==> config.mk <==
export PLATFORM = sky130hd
export DESIGN_NAME = fifo_stream_reader_flat
export DESIGN_NICKNAME = d
export VERILOG_FILES = /design/src/rtl/fifo_stream_reader_if.sv /design/src/rtl/fifo_stream_reader.sv /design/src/flat_wrapper.sv
export SDC_FILE = /design/constraint.sdc
export NUM_CORES = 1
export LEC_CHECK = 0
export CORE_MARGIN = 1.5
export CORE_UTILIZATION = 44
export DETAILED_ROUTE_END_ITERATION = 10
export PLACE_DENSITY = 0.79
export SLEW_MARGIN = 20
export SYNTH_ARGS = -nofsm -noshare
export SYNTH_HDL_FRONTEND = slang
export SYNTH_SLANG_ARGS = --single-unit
==> constraint.sdc <==
create_clock -name clk -period 1.4 [get_ports clk]
set_input_delay 0.14 -clock clk [delete_from_list [all_inputs] [get_ports clk]]
set_output_delay 0.14 -clock clk [all_outputs]
set_load 0.03 [all_outputs]
==> src/rtl/fifo_stream_reader_if.sv <==
// FIFO read port plus valid/ready output stream of fifo_stream_reader.
// master = the reader, slave = FIFO/downstream side.
interface fifo_stream_reader_if #(
  parameter int WIDTH = 8
);
  logic             fifo_empty;
  logic             fifo_pop;
  logic [WIDTH-1:0] fifo_rd_data;
  logic             out_valid;
  logic             out_ready;
  logic [WIDTH-1:0] out_data;

  modport master (
    input  fifo_empty,
    input  fifo_rd_data,
    input  out_ready,
    output fifo_pop,
    output out_valid,
    output out_data
  );

  modport slave (
    output fifo_empty,
    output fifo_rd_data,
    output out_ready,
    input  fifo_pop,
    input  out_valid,
    input  out_data
  );
endinterface

==> src/rtl/fifo_stream_reader.sv <==
// Drains a registered-read FIFO into a valid/ready stream through a 2-entry buffer.
// Optional saturating transfer counter on port words_out when FIFO_STREAM_READER_STATS_EN is defined.
module fifo_stream_reader #(
  parameter int WIDTH = 8
) (
  input  logic                 clk,
  input  logic                 rst_n,
  fifo_stream_reader_if.master bus
`ifdef FIFO_STREAM_READER_STATS_EN
  ,
  output logic [15:0]          words_out
`endif
);

  // The state encoding doubles as the buffer occupancy count.
  typedef enum logic [1:0] {
    EMPTY = 2'd0,
    ONE   = 2'd1,
    TWO   = 2'd2
  } state_t;

  state_t           state_reg;
  state_t           state_next;
  logic             inflight_reg;
  logic [WIDTH-1:0] buf0_reg;
  logic [WIDTH-1:0] buf0_next;
  logic [WIDTH-1:0] buf1_reg;
  logic [WIDTH-1:0] buf1_next;

  logic       fire;
  logic       cap;
  logic       pop;
  logic [1:0] cnt;
  logic [1:0] credit;

  assign cnt  = state_reg;
  assign fire = (state_reg != EMPTY) & bus.out_ready;
  assign cap  = inflight_reg;

  // Slots that will be taken once this cycle's transfer and in-flight word settle;
  // cnt + inflight never exceeds 2 and fire implies cnt >= 1, so no wrap.
  assign credit = cnt + {1'b0, inflight_reg} - {1'b0, fire};
  assign pop    = rst_n & ~bus.fifo_empty & (credit < 2'd2);

  assign bus.fifo_pop  = pop;
  assign bus.out_valid = (state_reg != EMPTY);
  assign bus.out_data  = buf0_reg;

  always_comb begin
    state_next = state_reg;
    buf0_next  = buf0_reg;
    buf1_next  = buf1_reg;
    case (state_reg)
      EMPTY: begin
        if (cap) begin
          state_next = ONE;
          buf0_next  = bus.fifo_rd_data;
        end
      end
      ONE: begin
        if (fire && cap) begin
          buf0_next = bus.fifo_rd_data;
        end else if (fire) begin
          state_next = EMPTY;
        end else if (cap) begin
          state_next = TWO;
          buf1_next  = bus.fifo_rd_data;
        end
      end
      TWO: begin
        // The credit rule keeps cap low here, so only a transfer moves the state.
        if (fire) begin
          state_next = ONE;
          buf0_next  = buf1_reg;
        end
      end
      default: begin
        state_next = EMPTY;
      end
    endcase
  end

  always_ff @(posedge clk or negedge rst_n) begin
    if (!rst_n) begin
      state_reg    <= EMPTY;
      inflight_reg <= 1'b0;
      buf0_reg     <= '0;
      buf1_reg     <= '0;
    end else begin
      state_reg    <= state_next;
      inflight_reg <= pop;
      buf0_reg     <= buf0_next;
      buf1_reg     <= buf1_next;
    end
  end

`ifdef FIFO_STREAM_READER_STATS_EN
  logic [15:0] words_out_reg;

  always_ff @(posedge clk or negedge rst_n) begin
    if (!rst_n) begin
      words_out_reg <= 16'h0000;
    end else if (fire && (words_out_reg != 16'hFFFF)) begin
      words_out_reg <= words_out_reg + 16'h0001;
    end
  end

  assign words_out = words_out_reg;
`endif

endmodule

==> src/flat_wrapper.sv <==
// flat-port wrapper written by rule: the top's interface ports become plain ports
module fifo_stream_reader_flat 
#(
  parameter int WIDTH = 8
)
  (clk, rst_n, bus_fifo_empty, bus_fifo_rd_data, bus_out_ready, bus_fifo_pop, bus_out_valid, bus_out_data);
  fifo_stream_reader_if #(.WIDTH(WIDTH)) bus_i ();
  input  logic clk;
  input  logic rst_n;
  input wire logic [$bits(bus_i.fifo_empty)-1:0] bus_fifo_empty;
  input wire logic [$bits(bus_i.fifo_rd_data)-1:0] bus_fifo_rd_data;
  input wire logic [$bits(bus_i.out_ready)-1:0] bus_out_ready;
  output wire logic [$bits(bus_i.fifo_pop)-1:0] bus_fifo_pop;
  output wire logic [$bits(bus_i.out_valid)-1:0] bus_out_valid;
  output wire logic [$bits(bus_i.out_data)-1:0] bus_out_data;
  assign bus_i.fifo_empty = bus_fifo_empty;
  assign bus_i.fifo_rd_data = bus_fifo_rd_data;
  assign bus_i.out_ready = bus_out_ready;
  assign bus_fifo_pop = bus_i.fifo_pop;
  assign bus_out_valid = bus_i.out_valid;
  assign bus_out_data = bus_i.out_data;
  fifo_stream_reader #(.WIDTH(WIDTH)) u_core (.clk(clk), .rst_n(rst_n), .bus(bus_i));
endmodule
==> results.sh, run 1 <==
export IMPL_postCtsHoldBufs=0
export IMPL_path_clk_slew_ns=0.11
export IMPL_violations="setup timing"
export IMPL_dr_pass1_iters=1
export IMPL_hold_viol_final=0
export IMPL_layout_commonest_cell="mux2_4"
export IMPL_clk_latency_ns=0.29
export IMPL_synthTopCellsByArea="dfrtp_1 (47%), mux2_4 (24%), mux2_1 (9.0%), nor2b_4 (2.7%), o2bb2ai_4 (2.7%)"
export IMPL_synth_area_leader_cell="dfrtp_1"
export IMPL_fmax_mhz=609
export IMPL_cts_buffers=3
export IMPL_comb_power_share_pct=43.5
export IMPL_p_seq_share_pct=42.7
export IMPL_clockPowerShare_pct=13.8
export IMPL_start_util_pct=45.9
export IMPL_place_area_um2=1290
export IMPL_hold_class="primary input to async pin"
export IMPL_drive_above_1_share_pct=53.5
export IMPL_ir_worst_vdd_mv=0.860
export IMPL_io_pins=22
export IMPL_drv_slew=0
export IMPL_grt_pass1_wl_mm=3.06
export IMPL_p_total_uw=2000
export IMPL_via_per_inst=4.96
export IMPL_antenna_left=0
export IMPL_antenna_found_initial=0
export IMPL_postLayoutCellArea_um2=1410
export IMPL_yosysTopAreaCellShare_pct=47.3
export IMPL_endpoint_kind="primary output"
export IMPL_power_leakage_uw=0.000647
export IMPL_power_internal_uw=1350
export IMPL_fin_setup_tns_ns=-2.35
export IMPL_postRouteWirelength_mm=1.87
export IMPL_crit_type="primary input to primary output"
export IMPL_startpoint_type="primary input"
export IMPL_yosysSeqAreaShare_pct=47.3
export IMPL_synth_distinct_cells=21
export IMPL_coreArea_um2=2190
export IMPL_rows=17
export IMPL_area_growth_pct=40.2
export IMPL_synth_warnings=0
export IMPL_power_switching_uw=653
export IMPL_cp_max_fo=4
export IMPL_switching_share_pct=32.6
export IMPL_grt_usage_pct=16.2
export IMPL_drv_cap=0
export IMPL_htree_levels=1
export IMPL_critPathRequiredTime_ns=1.26
export IMPL_fin_crit_ns=1.64
export IMPL_slew_headroom_pct=77.6
export IMPL_die_area_um2=2580
export IMPL_setup_viol=18
export IMPL_vias=630
export IMPL_drc=0
export IMPL_status="complete, but fails checks"
export IMPL_diodes=0
export IMPL_die_h_um=50.8
export IMPL_synth_nets=78
export IMPL_drtIter0Drc=0
export IMPL_finalCritPeriodShare_pct=117
export IMPL_synth_area_per_cell_um2=15.2
export IMPL_synth_area_um2=1010
export IMPL_post_drt_wl_per_cell_um=14.7
export IMPL_grt_ovfl_total=0
export IMPL_rsz0062_at_grt="yes"
export IMPL_arrival_ns=1.50
export IMPL_worstMarginPinSlew_ns=0.337
export IMPL_grt_pass1_vias=695
export IMPL_port_buffers=21
export IMPL_gp_congestion=0.805
export IMPL_dp_hpwl_mm=1.35
export IMPL_tritoncts="built"
export IMPL_nets=112
export IMPL_clk_path_buf_depth=2
export IMPL_numClockSinks=19
export IMPL_skew_ns=0.00341
export IMPL_grt_max_degree=20
export IMPL_fin_ws_ns=-0.241
export IMPL_ys_ff_latch=19
export IMPL_cellPowerDensity_nw_per_um2=1420
export IMPL_die_w_um=50.8
export IMPL_layout_common_cells="mux2_4 (24), dfrtp_1 (16), clkdlybuf4s50_1 (11)"
export IMPL_synth_cells=66
export IMPL_root_buffer="clkbuf_4"
-- cells in the mapped netlist (all sizes together) --
cell type,n
nand2b,1
o22ai,1
buf,4
dfrtp,19
nor2b,2
inv,2
or2,1
clkbuf,1
nor3b,1
mux2i,1
o2bb2ai,1
a21oi,4
and3,1
mux2,24
and4,1
o311a,1
nor2,1
-- repair_timing --
item,CTS,global route
setup endpoints to repair,26,18
resized for setup,18,18
setup buffers,3,1
pin swaps,1,2
-- routing by layer --
metal / GRT usage (%) / up-vias / part of all wire, %
met1: 18.8 / 317 / 45
li1: - / 301 / -
met4: 6.76 / 0 / 0.43
met5: 0 / - / 0
met3: 2.63 / 2 / 3.2
met2: 29.6 / 10 / 51
-- power groups by stage --
stage / clock (uW) / combinational [uW] / sequential [uW]
6_report: 276 / 871 / 855
5_1_grt: 319 / 918 / 881
4_1_cts: 288 / 775 / 848
3_5_place_dp: 0 / 801 / 866
3_3_place_gp: 0 / 783 / 849
2_1_floorplan: 0 / 357 / 984
-- worst max-delay path, cell delays in order --
cell,delay [ns]
clkdlybuf4s50_1,0.51
buf_4,0.19
nand2b_1,0.06
a21oi_1,0.06
o311a_1,0.38
buf_6,0.15
-- path summary, 6_finish.rpt --
path | from | endpoint | slack, ns | depth (start not counted)
setup / recovery | bus_out_ready | bus_fifo_pop | -0.24 | 6
hold / removal | rst_n | u_core.bus.out_data[4]$_DFFE_PN0P_ | 0.25 | 2
setup reg to reg | u_core.cnt[1]$_DFFE_PN0P_ | u_core.bus.out_data[1]$_DFFE_PN0P_ | -0.17 | 6
hold reg to reg | u_core.bus.out_data[0]$_DFFE_PN0P_ | u_core.bus.out_data[0]$_DFFE_PN0P_ | 0.52 | 1
max in group asynchronous | rst_n | u_core.cnt[1]$_DFFE_PN0P_ | 0.93 | 2
min in group clk | bus_fifo_rd_data[2] | u_core.buf1_reg[2]$_DFFE_PN0P_ | 0.48 | 2
-- metrics by stage --
step	cells	setup slack, ns	hold WS [ns]	util (%)
6_report	127	-0.241	0.248	64.4
3_5_place_dp	119	-0.220	0.481	59.0
2_1_floorplan	66	-0.0151	-0.156	-
5_1_grt	127	-0.318	0.252	64.4
3_3_place_gp	119	-0.187	0.467	59.0
4_1_cts	126	-0.244	0.250	61.6
-- layout make-up --
cell class              count  area (um2)
inverters                   2        7.51
clock buffers               3        22.5
clock inverters             1        5.00
fillers                   166         781
multi-input cells          40         520
repair buffers             34         340
well taps                  28        35.0
flip-flops and latches     19         479
-- kinds of logic after synthesis --
logic type / count (synthesis) / synth area share [%]
muxes: 25 / 34.2
DFF: 19 / 47.3
and+or+nand+nor: 8 / 6.59
AOI/OAI and AO/OA: 7 / 6.34
buffers and inverters: 7 / 5.60
No activity file was read; power rests on OpenSTA's default activity.
==> run 2: changes to the inputs <==
- CORE_UTILIZATION: 44 -> 49
- PLACE_DENSITY: 0.79 -> 0.83
- clock period: 1.4 -> 1.55 ns (I/O delays scaled with it)
==> run 2 against run 1 <==
- the run still ends with setup timing left
- first-iteration DRC count increased by 2
- combinational power down 14%
- cell count rose by 0.79%
- critical path type is now flop to primary output
==> results.sh, run 2 (synthesized netlist as in run 1, its figures left out) <==
export IMPL_status="complete, but fails checks"
export IMPL_violations="setup timing"
export IMPL_htree_levels=1
export IMPL_drive_above_1_share_pct=46.5
export IMPL_cellPowerDensity_nw_per_um2=1290
export IMPL_skew_ns=0.00376
export IMPL_clk_path_buf_depth=2
export IMPL_antenna_found_initial=0
export IMPL_gp_congestion=0.733
export IMPL_drv_slew=0
export IMPL_clk_latency_ns=0.31
export IMPL_pre_cts_slack_ns=-0.0780
export IMPL_endpoint_kind="primary output"
export IMPL_path_clk_slew_ns=0.11
export IMPL_io_pins=22
export IMPL_nets=114
export IMPL_die_w_um=48.3
export IMPL_layout_commonest_cell="dfrtp_1"
export IMPL_dr_wl_met3_um=60
export IMPL_post_drt_wl_per_cell_um=14.7
export IMPL_coreArea_um2=1940
export IMPL_postRouteWirelength_mm=1.89
export IMPL_grt_max_degree=20
export IMPL_crit_path_cell_trace="buf_4, nand2b_1, a21oi_2, o311a_1, buf_6"
export IMPL_via_per_inst=5.02
export IMPL_die_h_um=48.3
export IMPL_cpPeakStageDelay_ns=0.42
export IMPL_postCtsHoldBufs=0
export IMPL_top_layer_used="met4"
export IMPL_area_growth_pct=36.8
export IMPL_wl_met1_um=795
export IMPL_grt_usage_pct=18.9
export IMPL_hold_class="primary input to async pin"
export IMPL_diodes=0
export IMPL_slew_headroom_pct=78.8
export IMPL_crit_type="flop to primary output"
export IMPL_power_leakage_uw=0.000665
export IMPL_vias=643
export IMPL_holdWs_ns=0.195
export IMPL_worstMarginPinSlew_ns=0.318
export IMPL_hold_viol_final=0
export IMPL_start_util_pct=51.8
export IMPL_fill_cells=137
export IMPL_die_area_um2=2330
export IMPL_grt_pass1_vias=703
export IMPL_dr_wl_met2_um=982
export IMPL_setup_viol=9
export IMPL_antenna_left=0
export IMPL_port_buffers=21
export IMPL_fin_ws_ns=-0.114
export IMPL_tritoncts="built"
export IMPL_cp_max_fo=4
export IMPL_critPathRequiredTime_ns=1.39
export IMPL_ir_worst_vdd_mv=0.923
export IMPL_fin_setup_tns_ns=-0.732
export IMPL_rows=16
export IMPL_dr_pass1_iters=2
export IMPL_root_buffer="clkbuf_4"
export IMPL_fin_crit_ns=1.66
export IMPL_drc=0
export IMPL_regArea_um2=478
export IMPL_drv_cap=0
export IMPL_numClockSinks=19
export IMPL_finalCritPeriodShare_pct=107
export IMPL_drtIter0Drc=2
export IMPL_fin_util_pct=70.9
export IMPL_multi_input_area_um2=483
export IMPL_grt_pass1_wl_mm=3.29
export IMPL_slowest_stage="dfrtp_1"
export IMPL_startpoint_type="flop"
export IMPL_grt_ovfl_total=0
export IMPL_arrival_ns=1.51
export IMPL_dp_hpwl_mm=1.26
export IMPL_rsz0062_at_grt="yes"
export IMPL_layout_common_cells="dfrtp_1 (17), mux2_4 (16), clkdlybuf4s50_1 (14)"
export IMPL_cts_buffers=3
export IMPL_fmax_mhz=601
## run 2: cell types whose count changed in the layout (fill, tap and decap cells not counted), moves of 2 or more
cell             delta
buf_12              -2
clkdlybuf4s50_1     +3
dlymetal6s2s_1      +5
mux2_1              +8
dlygate4sd2_1       -8
mux2_4              -8
buf_4               +4
## run 2: what timing repair did
item | 4_1_cts | 5_1_grt
setup endpoints to repair | 18 | 17
pin swaps | 2 | 0
gates resized for setup | 11 | 9
buffers inserted | 5 | 2
## run 2: routing by layer
metal / up-vias / GRT usage [%]
met5: - / 0
met4: 0 / 11.4
met2: 14 / 32.2
met3: 5 / 3.09
met1: 314 / 22.6
li1: 310 / -
## run 2: power by group
group,switching [uW],internal (uW),total (uW)
logic,331,417,748
registers,94.8,666,761
clock network,166,96.6,263
## run 2: through the flow
stage / total power, uW / instances / cell area, um2
5_1_grt: 1870 / 128 / 1380
3_5_place_dp: 1470 / 117 / 1260
3_3_place_gp: 1450 / 117 / 1260
4_1_cts: 1780 / 126 / 1350
6_report: 1770 / 128 / 1380
2_1_floorplan: 1210 / 66 / 1010
## run 2: final timing paths
kind / start / to / slack, ns / cells past startpoint
min in group clk: rst_n / u_core.cap$_DFF_PN0_ / 0.44 / 2
setup reg to reg: u_core.cnt[0]$_DFFE_PN0P_ / u_core.bus.out_data[4]$_DFFE_PN0P_ / -0.09 / 6
hold / removal: rst_n / u_core.cap$_DFF_PN0_ / 0.19 / 2
setup / recovery: u_core.cap$_DFF_PN0_ / bus_fifo_pop / -0.11 / 5
max in group asynchronous: rst_n / u_core.cnt[0]$_DFFE_PN0P_ / 1.14 / 2
hold reg to reg: u_core.buf1_reg[4]$_DFFE_PN0P_ / u_core.buf1_reg[4]$_DFFE_PN0P_ / 0.51 / 1
## run 2: cell type report
cell class	count	share of cell area, %
inverter	2	0.545
clock inverter	1	0.364
tap	27	2.45
timing repair buffer	36	25.2
clock buffer	3	1.64
sequential	19	34.7
multi-input combinational	40	35.1
## run 2: worst max-delay path: cells and delay by family (launching register included)
kind	cells	cell delay [ns]
flops	1	0.42
simple gates	1	0.16
buf+inv	2	0.30
compound gates	2	0.32
